**config.mk**
```make
export PLATFORM = sky130hd
export DESIGN_NAME = module_booth_ctrl
export DESIGN_NICKNAME = d
export VERILOG_FILES = /design/src/rtl/module_booth_ctrl.sv
export SDC_FILE = /design/constraint.sdc
export NUM_CORES = 1
export LEC_CHECK = 0
export BUFFER_PORTS_ARGS = -buffer_cell sky130_fd_sc_hd__buf_2
export CAP_MARGIN = 20
export CORE_AREA = 2 2 39 41
export DETAILED_ROUTE_END_ITERATION = 10
export DIE_AREA = 0 0 41 43
export PLACE_DENSITY = 0.55
export SLEW_MARGIN = 5
export SYNTH_ARGS = -nofsm -noshare
export SYNTH_HDL_FRONTEND = slang
export SYNTH_SLANG_ARGS = --single-unit
```
**constraint.sdc**
```tcl
create_clock -name clk -period 1.6 [get_ports clk]
set_input_delay 0.24 -clock clk [delete_from_list [all_inputs] [get_ports clk]]
set_output_delay 0.24 -clock clk [all_outputs]
set_load 0.02 [all_outputs]
```
**src/rtl/module_booth_ctrl.sv**
```systemverilog
// Radix-2 Booth multiplier sequencer: steps an external datapath through
// load, N add/sub-evaluate + arithmetic-shift iterations, then holds the result until acknowledged.
module module_booth_ctrl #(
  parameter int N = 8
) (
  input  logic                   clk,
  input  logic                   rst,
  input  logic                   start_i,
  input  logic [1:0]             q_pair_i,
  input  logic                   ack_i,
  output logic                   ready_o,
  output logic                   load_o,
  output logic                   add_o,
  output logic                   sub_o,
  output logic                   shift_o,
  output logic                   done_o,
  output logic [$clog2(N+1)-1:0] iter_o
);

  localparam int CW = $clog2(N+1);

  typedef enum logic [2:0] {
    IDLE  = 3'd0,
    LOAD  = 3'd1,
    EVAL  = 3'd2,
    SHIFT = 3'd3,
    DONE  = 3'd4
  } state_t;

  state_t          state;
  state_t          state_next;
  logic   [CW-1:0] count;

  always_ff @(posedge clk or posedge rst) begin
    if (rst) begin
      state <= IDLE;
      count <= '0;
    end else begin
      state <= state_next;
      // Counter only moves on LOAD and SHIFT, and never goes below zero.
      if (state == LOAD) begin
        count <= CW'(N);
      end else if (state == SHIFT && count != '0) begin
        count <= count - CW'(1);
      end
    end
  end

  always_comb begin
    state_next = state;
    ready_o    = 1'b0;
    load_o     = 1'b0;
    add_o      = 1'b0;
    sub_o      = 1'b0;
    shift_o    = 1'b0;
    done_o     = 1'b0;
    case (state)
      IDLE: begin
        ready_o = 1'b1;
        if (start_i) state_next = LOAD;
      end
      LOAD: begin
        load_o     = 1'b1;
        state_next = EVAL;
      end
      EVAL: begin
        add_o      = (q_pair_i == 2'b01);
        sub_o      = (q_pair_i == 2'b10);
        state_next = SHIFT;
      end
      SHIFT: begin
        shift_o    = 1'b1;
        state_next = (count <= CW'(1)) ? DONE : EVAL;
      end
      DONE: begin
        done_o = 1'b1;
        if (ack_i) state_next = IDLE;
      end
      default: state_next = IDLE;
    endcase
  end

  assign iter_o = count;

endmodule

```
; ---- After elaboration in Yosys (flattened, before gate mapping)
; Cells that the tools add are included.
[classes]
n_shift = 0
n_div = 0
add_sub_neg = 1
n_lt_le_gt_ge = 1
n_reduce_logical = 5
n_mux = 12
eq_ne = 8
multipliers = 0
bitwise = 0
[ops]
columns = cell, n
row1 = $pmux W3 S5, 1
row2 = $mux W3, 3
row3 = $mux W4, 2
row4 = $eq A3 B2 Y1 const B, 2
row5 = $mux W1, 6
row6 = $le A4 B1 Y1 const B, 1
row7 = $ne A2 B2 Y1 const B, 2
row8 = $reduce_bool A4 Y1, 1
row9 = $sub A4 B1 Y4 const B, 1
row10 = $eq A3 B1 Y1 const B, 1
row11 = $eq A3 B3 Y1 const B, 1
row12 = $logic_not A3 Y1, 1
row13 = $eq A2 B1 Y1 const B, 1
row14 = $eq A2 B2 Y1 const B, 1
row15 = $reduce_and A2 Y1, 1
row16 = $reduce_bool A2 Y1, 1
row17 = $logic_and A1 B1 Y1, 1
[word_totals]
mem_count = 0
register_bits = 7
ramBits = 0
romBits = 0
in_bits = 6
latch_bits = 0
wordCells = 29
out_inout_bits = 10

; ---- Logic depth before layout (Yosys ltp)
; Gate-level depths: netlist of the first run.
[logic_depth]
word_depth = 4
ltp_mapped = 5

; ---- Worst setup path after synthesis of the first run
; No wires, ideal clock.
[synth_path]
path_type = flip-flop to flip-flop
startpoint = reg count[0], in the netlist iter_o[0]
endpoint = reg count[0], in the netlist iter_o[0]
slack_ns = 0.106
required_ns = 1.461
path_stages_with_launch = 6
n_path_buf = 0
arrival_time_ns = 1.355
setup_ns = 0.139
path_cell_list = dfrtp_1 -> inv_1 -> ha_1 -> or3b_4 -> and2_4 -> mux2i_1
[synth_between]
elab_chain_len = 3
[synth_lines]
columns = item, line_no
row1 = "start, declared", 32  ; logic [CW-1:0] count;
row2 = "start signal, assigned", 42  ; count <= CW'(N);
row3 = "start signal, assigned", 44  ; count <= count - CW'(1);
row4 = $sub A4 B1 Y4 or $reduce_bool A4 Y1 (tied branches), "44, 43"
row5 = $mux W4 or $logic_and A1 B1 Y1 (tied branches), 43  ; end else if (state == SHIFT && count != '0) begin
row6 = $mux W4 or $reduce_bool A2 Y1 (tied branches), -
; Several ways; a longest one is shown, not always the timed one. The select of a mux whose other input is x is not followed.
; A chain may end at the register's enable or synchronous reset.

; ---- Final worst setup path of the first run
[layout_path]
startpoint = reg state[0]
endpoint = out load_o
[layout_between]
elab_chain_len = 2
[layout_lines]
columns = item, line_no
row1 = "start, declared", 30  ; state_t state;
row2 = "start signal, assigned", 39  ; state <= state_next;
row3 = $eq A3 B1 Y1, 57  ; case (state)
row4 = $mux W1, 57
row5 = "end, declared", 12  ; output logic load_o,
; Every way passes these cells.

==> flow_summary.yaml, run 1 <==
global_route:
  grt_pass1_wl_um: 1380
  grt_max_degree: 8
  grt_util_all_layers_pct: 12.2
  antenna_found_initial: 0
  grt_pass1_vias: 348
  grt-ovfl-total: 0
clocking:
  clk_pin_slew_ns: 0.05
  clkSinkCount: 7
  cts_tree: "yes"
  root_buffer: "clkbuf_4"
  cts_buffers: 3
  clockBufferDepth: 2
  worstSkewPairLatency_ns: 0.25
  htreeDepth: 1
floorplanning:
  std_cell_rows: 14
  core_mm2: 0.00138
  fp.dieArea_mm2: 0.00176
  ios: 16
  die_w_um: 41
  dieHeight_um: 43
  start_util_pct: 30.2
critical_path:
  r2r-start: "iter_o[0]"
  worstSetupStartpointType: "flop"
  crit_type: "flop to output port"
  required_ns: 1.36
  crit_path_end_kind: "output port"
  cp_data_arrival_time_ns: 1.32
  critPathMaxFanout: 5
  crit_start: "state[0]"
drt:
  dr.pass1.iters: 3
  viasPerCell: 4.65
  drt_iter0_markers: 3
  vias: 391
  drc_errors: 0
  wl_per_cell_um: 10.3
  final_antenna_net_count: 0
  wl_um: 862
hold_path:
  hp-start: "start_i"
  hold_class: "primary input to flop"
sta:
  skew_ns: 0.00222
  hold_slack_ns: 0.196
  tightest_slew_ns: 0.428
  finalSetupViolations: 0
  timing.final.crit_share_pct: 97.2
  drv_slew: 0
  hold_viol: 0
  relSlewSlack_pct: 71.2
  fmax_ghz: 0.643
  layout_min_cycle_time_ns: 1.56
placement:
  io_buffers: 15
  dpl.hpwl_um: 689
  gp_congestion: 0.784
final_layout:
  area_delta_synth_final_pct: 44.6
  drive_gt1_share_pct: 42.6
  antenna_cells: 0
  layout.nets: 78
synth:
  synth_common_cells: "dfrtp_1 (7), inv_1 (6), nand2_1 (5), nor3_1 (4)"
  synth_edf_count: 0
  synth_fp_nets: 54
  syn-cell-area_um2: 418
  ys_ff_latch: 7
  synth_top_area_share_pct: 41.9
  syn_avg_cell_area_um2: 9.29
  synthArstFlopShare_pct: 100
  synth_top_flop_cell: "dfrtp_1"
  ys_seq_area_share_pct: 41.9
  yosysWarnings: 0
  synth.most_common_cell: "dfrtp_1"
  synth_area_leader_cell: "dfrtp_1"
  synth_cell_types: 20
  synth_cells: 45
  synth_area_leaders: "dfrtp_1 (42%), ha_1 (9.0%), mux2i_1 (7.2%)"
power_and_ir_drop:
  powerDensity_mw_per_mm2: 1930
  ir_drop_v: 0.000695
  power.total_mw: 1.17
  leakage_nw: 0.325
job:
  cap_violations: 0
outcome:
  run_status: "finished, final reports clean"
path summary, 6_finish.rpt:
check                            end  slack, ns  cells past startpoint
setup reg to reg           iter_o[0]       0.15                      5
min in group asynchronous   state[0]       0.47                      3
hold / removal              state[0]       0.20                      2
max in group asynchronous  iter_o[1]       0.92                      3
hold reg to reg            iter_o[0]       0.56                      1
setup / recovery              load_o       0.04                      4
layout make-up:
cell class / instances / area, µm²
clock buffers: 4 / 26.3
fillers: 139 / 779
inverters: 6 / 22.5
multi-input cells: 31 / 238
flip-flops and latches: 7 / 175
well taps: 16 / 20.0
repair buffers: 20 / 123
cell usage in the layout, fill, tap and decap left out, types with 2 or more instances in the layout:
cell type	instances
nor3_1	4
buf_4	7
ha_1	3
dfrtp_1	7
mux2i_1	3
nor3b_2	2
inv_1	6
or3b_4	2
buf_2	12
nand2_1	4
clkbuf_4	3
nor2_1	2
kinds of logic (layout without fill, tap and decap cells):
logic type,Yosys count,count (layout),share of synthesized area (%)
adders and majority gates,3,3,8.98
muxes,3,3,7.19
DFF,7,7,41.9
AOI/OAI and AO/OA,4,4,6.59
buffers and inverters,7,30,6.59
and+or+nand+nor,21,21,28.7
report_power, final:
part	leakage, nW	total (mW)	switching, mW	internal [mW]
Sequential	0.0815	0.334	0.0791	0.255
Combinational	0.228	0.677	0.366	0.311
Clock	0.0150	0.155	0.0601	0.0948
layer usage:
layer	up-vias	global-route usage (%)	share of wire (%)
li1	202	-	-
met4	0	6.00	1.4
met5	-	0	0
met2	10	18.1	48
met3	2	7.85	5.7
met1	177	12.8	45
flip-flops by register name, summed over array words and instances, names as in the netlist:
signal and cells:
iter_o 4, state 3
timing repair:
item | in CTS | in global routing
endpoints found under the hold margin | 7 | 0
setup buffers | 0 | 1
resized for setup | 2 | 7
setup endpoints to repair | 3 | 2
hold buffers | 1 | 0
critical path: stages, from the launching register on:
cell     delay [ns]
dfrtp_1        0.36
buf_4          0.11
or3b_4         0.40
inv_1          0.07
buf_4          0.13
per-stage QoR:
| stage | TNS, ns | setup WS (ns) | std cells | utilization [%] | instance area, µm² |
|---|---|---|---|---|---|
| finish | 0 | 0.0441 | 84 | 43.7 | 604 |
| global route | -0.0277 | -0.0187 | 84 | 43.7 | 604 |
| CTS | -0.00203 | -0.00203 | 83 | 41.3 | 572 |
| detailed placement | 0 | 0.146 | 78 | 38.3 | 531 |
| global placement | 0 | 0.171 | 78 | 38.3 | 531 |
| floorplan | 0 | 0.106 | 45 | - | 418 |
No activity file was read; power rests on OpenSTA's default activity.
==> run 2: changes to the inputs <==
--- a/config.mk
+++ b/config.mk
@@ -7,10 +7,12 @@
 export LEC_CHECK = 0
 export BUFFER_PORTS_ARGS = -buffer_cell sky130_fd_sc_hd__buf_2
 export CAP_MARGIN = 20
-export CORE_AREA = 2 2 39 41
+export CELL_PAD_IN_SITES_DETAIL_PLACEMENT = 0
+export CELL_PAD_IN_SITES_GLOBAL_PLACEMENT = 1
+export CORE_UTILIZATION = 32
 export DETAILED_ROUTE_END_ITERATION = 10
-export DIE_AREA = 0 0 41 43
-export PLACE_DENSITY = 0.55
+export GPL_ROUTABILITY_DRIVEN = 0
+export PLACE_DENSITY = 0.73
 export SLEW_MARGIN = 5
 export SYNTH_ARGS = -nofsm -noshare
 export SYNTH_HDL_FRONTEND = slang
==> flow_summary.yaml, run 2 (synthesis gave the netlist of run 1 again) <==
clocking:
  root_buffer: "clkbuf_4"
  worstSkewPairLatency_ns: 0.24
  clockBufferDepth: 2
  clkSinkCount: 7
  htreeDepth: 1
  clk_pin_slew_ns: 0.05
  cts_tree: "yes"
  cts_buffers: 3
global_route:
  grt-ovfl-total: 0
  grt_pass1_vias: 324
  use_met1_pct: 19.7
  grt_busiest_layer: "met1"
  grt_use_met3_pct: 3.49
  grt_max_degree: 8
  grt_pass1_wl_um: 1360
  grt.met2_usage_pct: 17.8
  antenna_found_initial: 0
  grt_util_all_layers_pct: 14.0
final_layout:
  layout.nets: 77
  final_cell_mix: "buf_2 (14), inv_1 (6), dfrtp_1 (6)"
  seq_area_um2: 176
  final_common_cell: "buf_2"
  drive_gt1_share_pct: 40.3
  instances_no_fill: 81
  multi_input_area_um2: 225
  antenna_cells: 0
  num-fill-cells: 130
  area_delta_synth_final_pct: 38.3
  largest_reg_flops: 4
sta:
  timing.final.crit_share_pct: 95.9
  setup-tns-final_ns: 0
  relSlewSlack_pct: 68.9
  skew_ns: 0.00247
  drv_slew: 0
  fmax_ghz: 0.652
  tightest_slew_ns: 0.463
  hold_viol: 0
  finalSetupViolations: 0
  layout_min_cycle_time_ns: 1.53
power_and_ir_drop:
  ir_drop_v: 0.000772
  powerDensity_mw_per_mm2: 1920
  leakage_nw: 0.315
floorplanning:
  core_mm2: 0.00116
  start_util_pct: 36.1
  fp.dieArea_mm2: 0.00145
  die_w_um: 38.1
  dieHeight_um: 38.1
  std_cell_rows: 12
  ios: 16
drt:
  vias: 383
  dr.pass1.iters: 1
  viasPerCell: 4.73
  final_antenna_net_count: 0
  drc_errors: 0
  wl_um: 849
  drt_iter0_markers: 0
  wl_per_cell_um: 10.5
critical_path:
  critPathSlowestCell: "dfrtp_2"
  crit_start: "state[0]"
  r2r-start: "iter_o[0]"
  worstSetupStartpointType: "flop"
  cp_data_arrival_time_ns: 1.29
  crit_chain: "nor2_2 -> nand2_1 -> nor3b_1 -> buf_2"
  critPathTopFamily: "flip-flops"
  worst-path-buf-inv: 1
  cp_slowest_stage_delay_ns: 0.44
  required_ns: 1.36
  crit_type: "flop to output port"
  crit_path_end_kind: "output port"
  critPathMaxFanout: 7
placement:
  io_buffers: 15
  dp_cells: 75
  dpl.hpwl_um: 637
outcome:
  run_status: "finished, final reports clean"
hold_path:
  hp-start: "start_i"
  hold_class: "primary input to flop"
job:
  cap_violations: 0
[run 2: repair_timing]
| item | in CTS | in global routing |
|---|---|---|
| endpoints found under the hold margin | 7 | 0 |
| setup endpoints to repair | 1 | 2 |
| setup buffers | 1 | 0 |
| hold buffers | 1 | 0 |
| resized for setup | 1 | 4 |
[run 2: cell type report]
cell class,instances,area share [%]
clock buffers,4,4.55
inverters,6,3.90
multi-input cells,31,39.0
flip-flops and latches,7,30.5
well taps,14,3.03
repair buffers,19,19.0
[run 2: metrics by stage]
| stage | instance area [µm²] | util [%] | worst slack (ns) | hold WS [ns] | power (mW) |
|---|---|---|---|---|---|
| after floorplan | 418 | - | 0.106 | 0.0434 | 0.765 |
| after global placement | 520 | 45.0 | 0.161 | 0.190 | 0.925 |
| after detailed placement | 520 | 45.0 | 0.161 | 0.192 | 0.925 |
| after CTS | 566 | 48.9 | 0.00714 | 0.196 | 1.10 |
| after global routing | 578 | 50.0 | -0.0114 | 0.200 | 1.21 |
| final | 578 | 50.0 | 0.0661 | 0.204 | 1.11 |
[run 2: path summary, 6_finish.rpt]
kind,to,cells past startpoint,slack (ns)
setup / recovery,add_o,4,0.07
max in group asynchronous,state[0],3,0.89
setup reg to reg,iter_o[0],5,0.16
hold reg to reg,iter_o[0],1,0.56
hold / removal,state[0],2,0.20
min in group asynchronous,iter_o[0],3,0.48
[run 2: metal layers]
metal	part of all wire [%]	wire length, µm
met1	51	430
met2	45	379
met3	2.7	23
met4	1.8	15
met5	0	0
[run 2: power breakdown]
part | total [mW] | internal, mW | leakage (nW) | switching [mW]
Sequential | 0.355 | 0.258 | 0.0805 | 0.0970
Clock | 0.159 | 0.0951 | 0.0150 | 0.0641
Combinational | 0.595 | 0.268 | 0.220 | 0.327
Total | 1.11 | 0.621 | 0.315 | 0.488
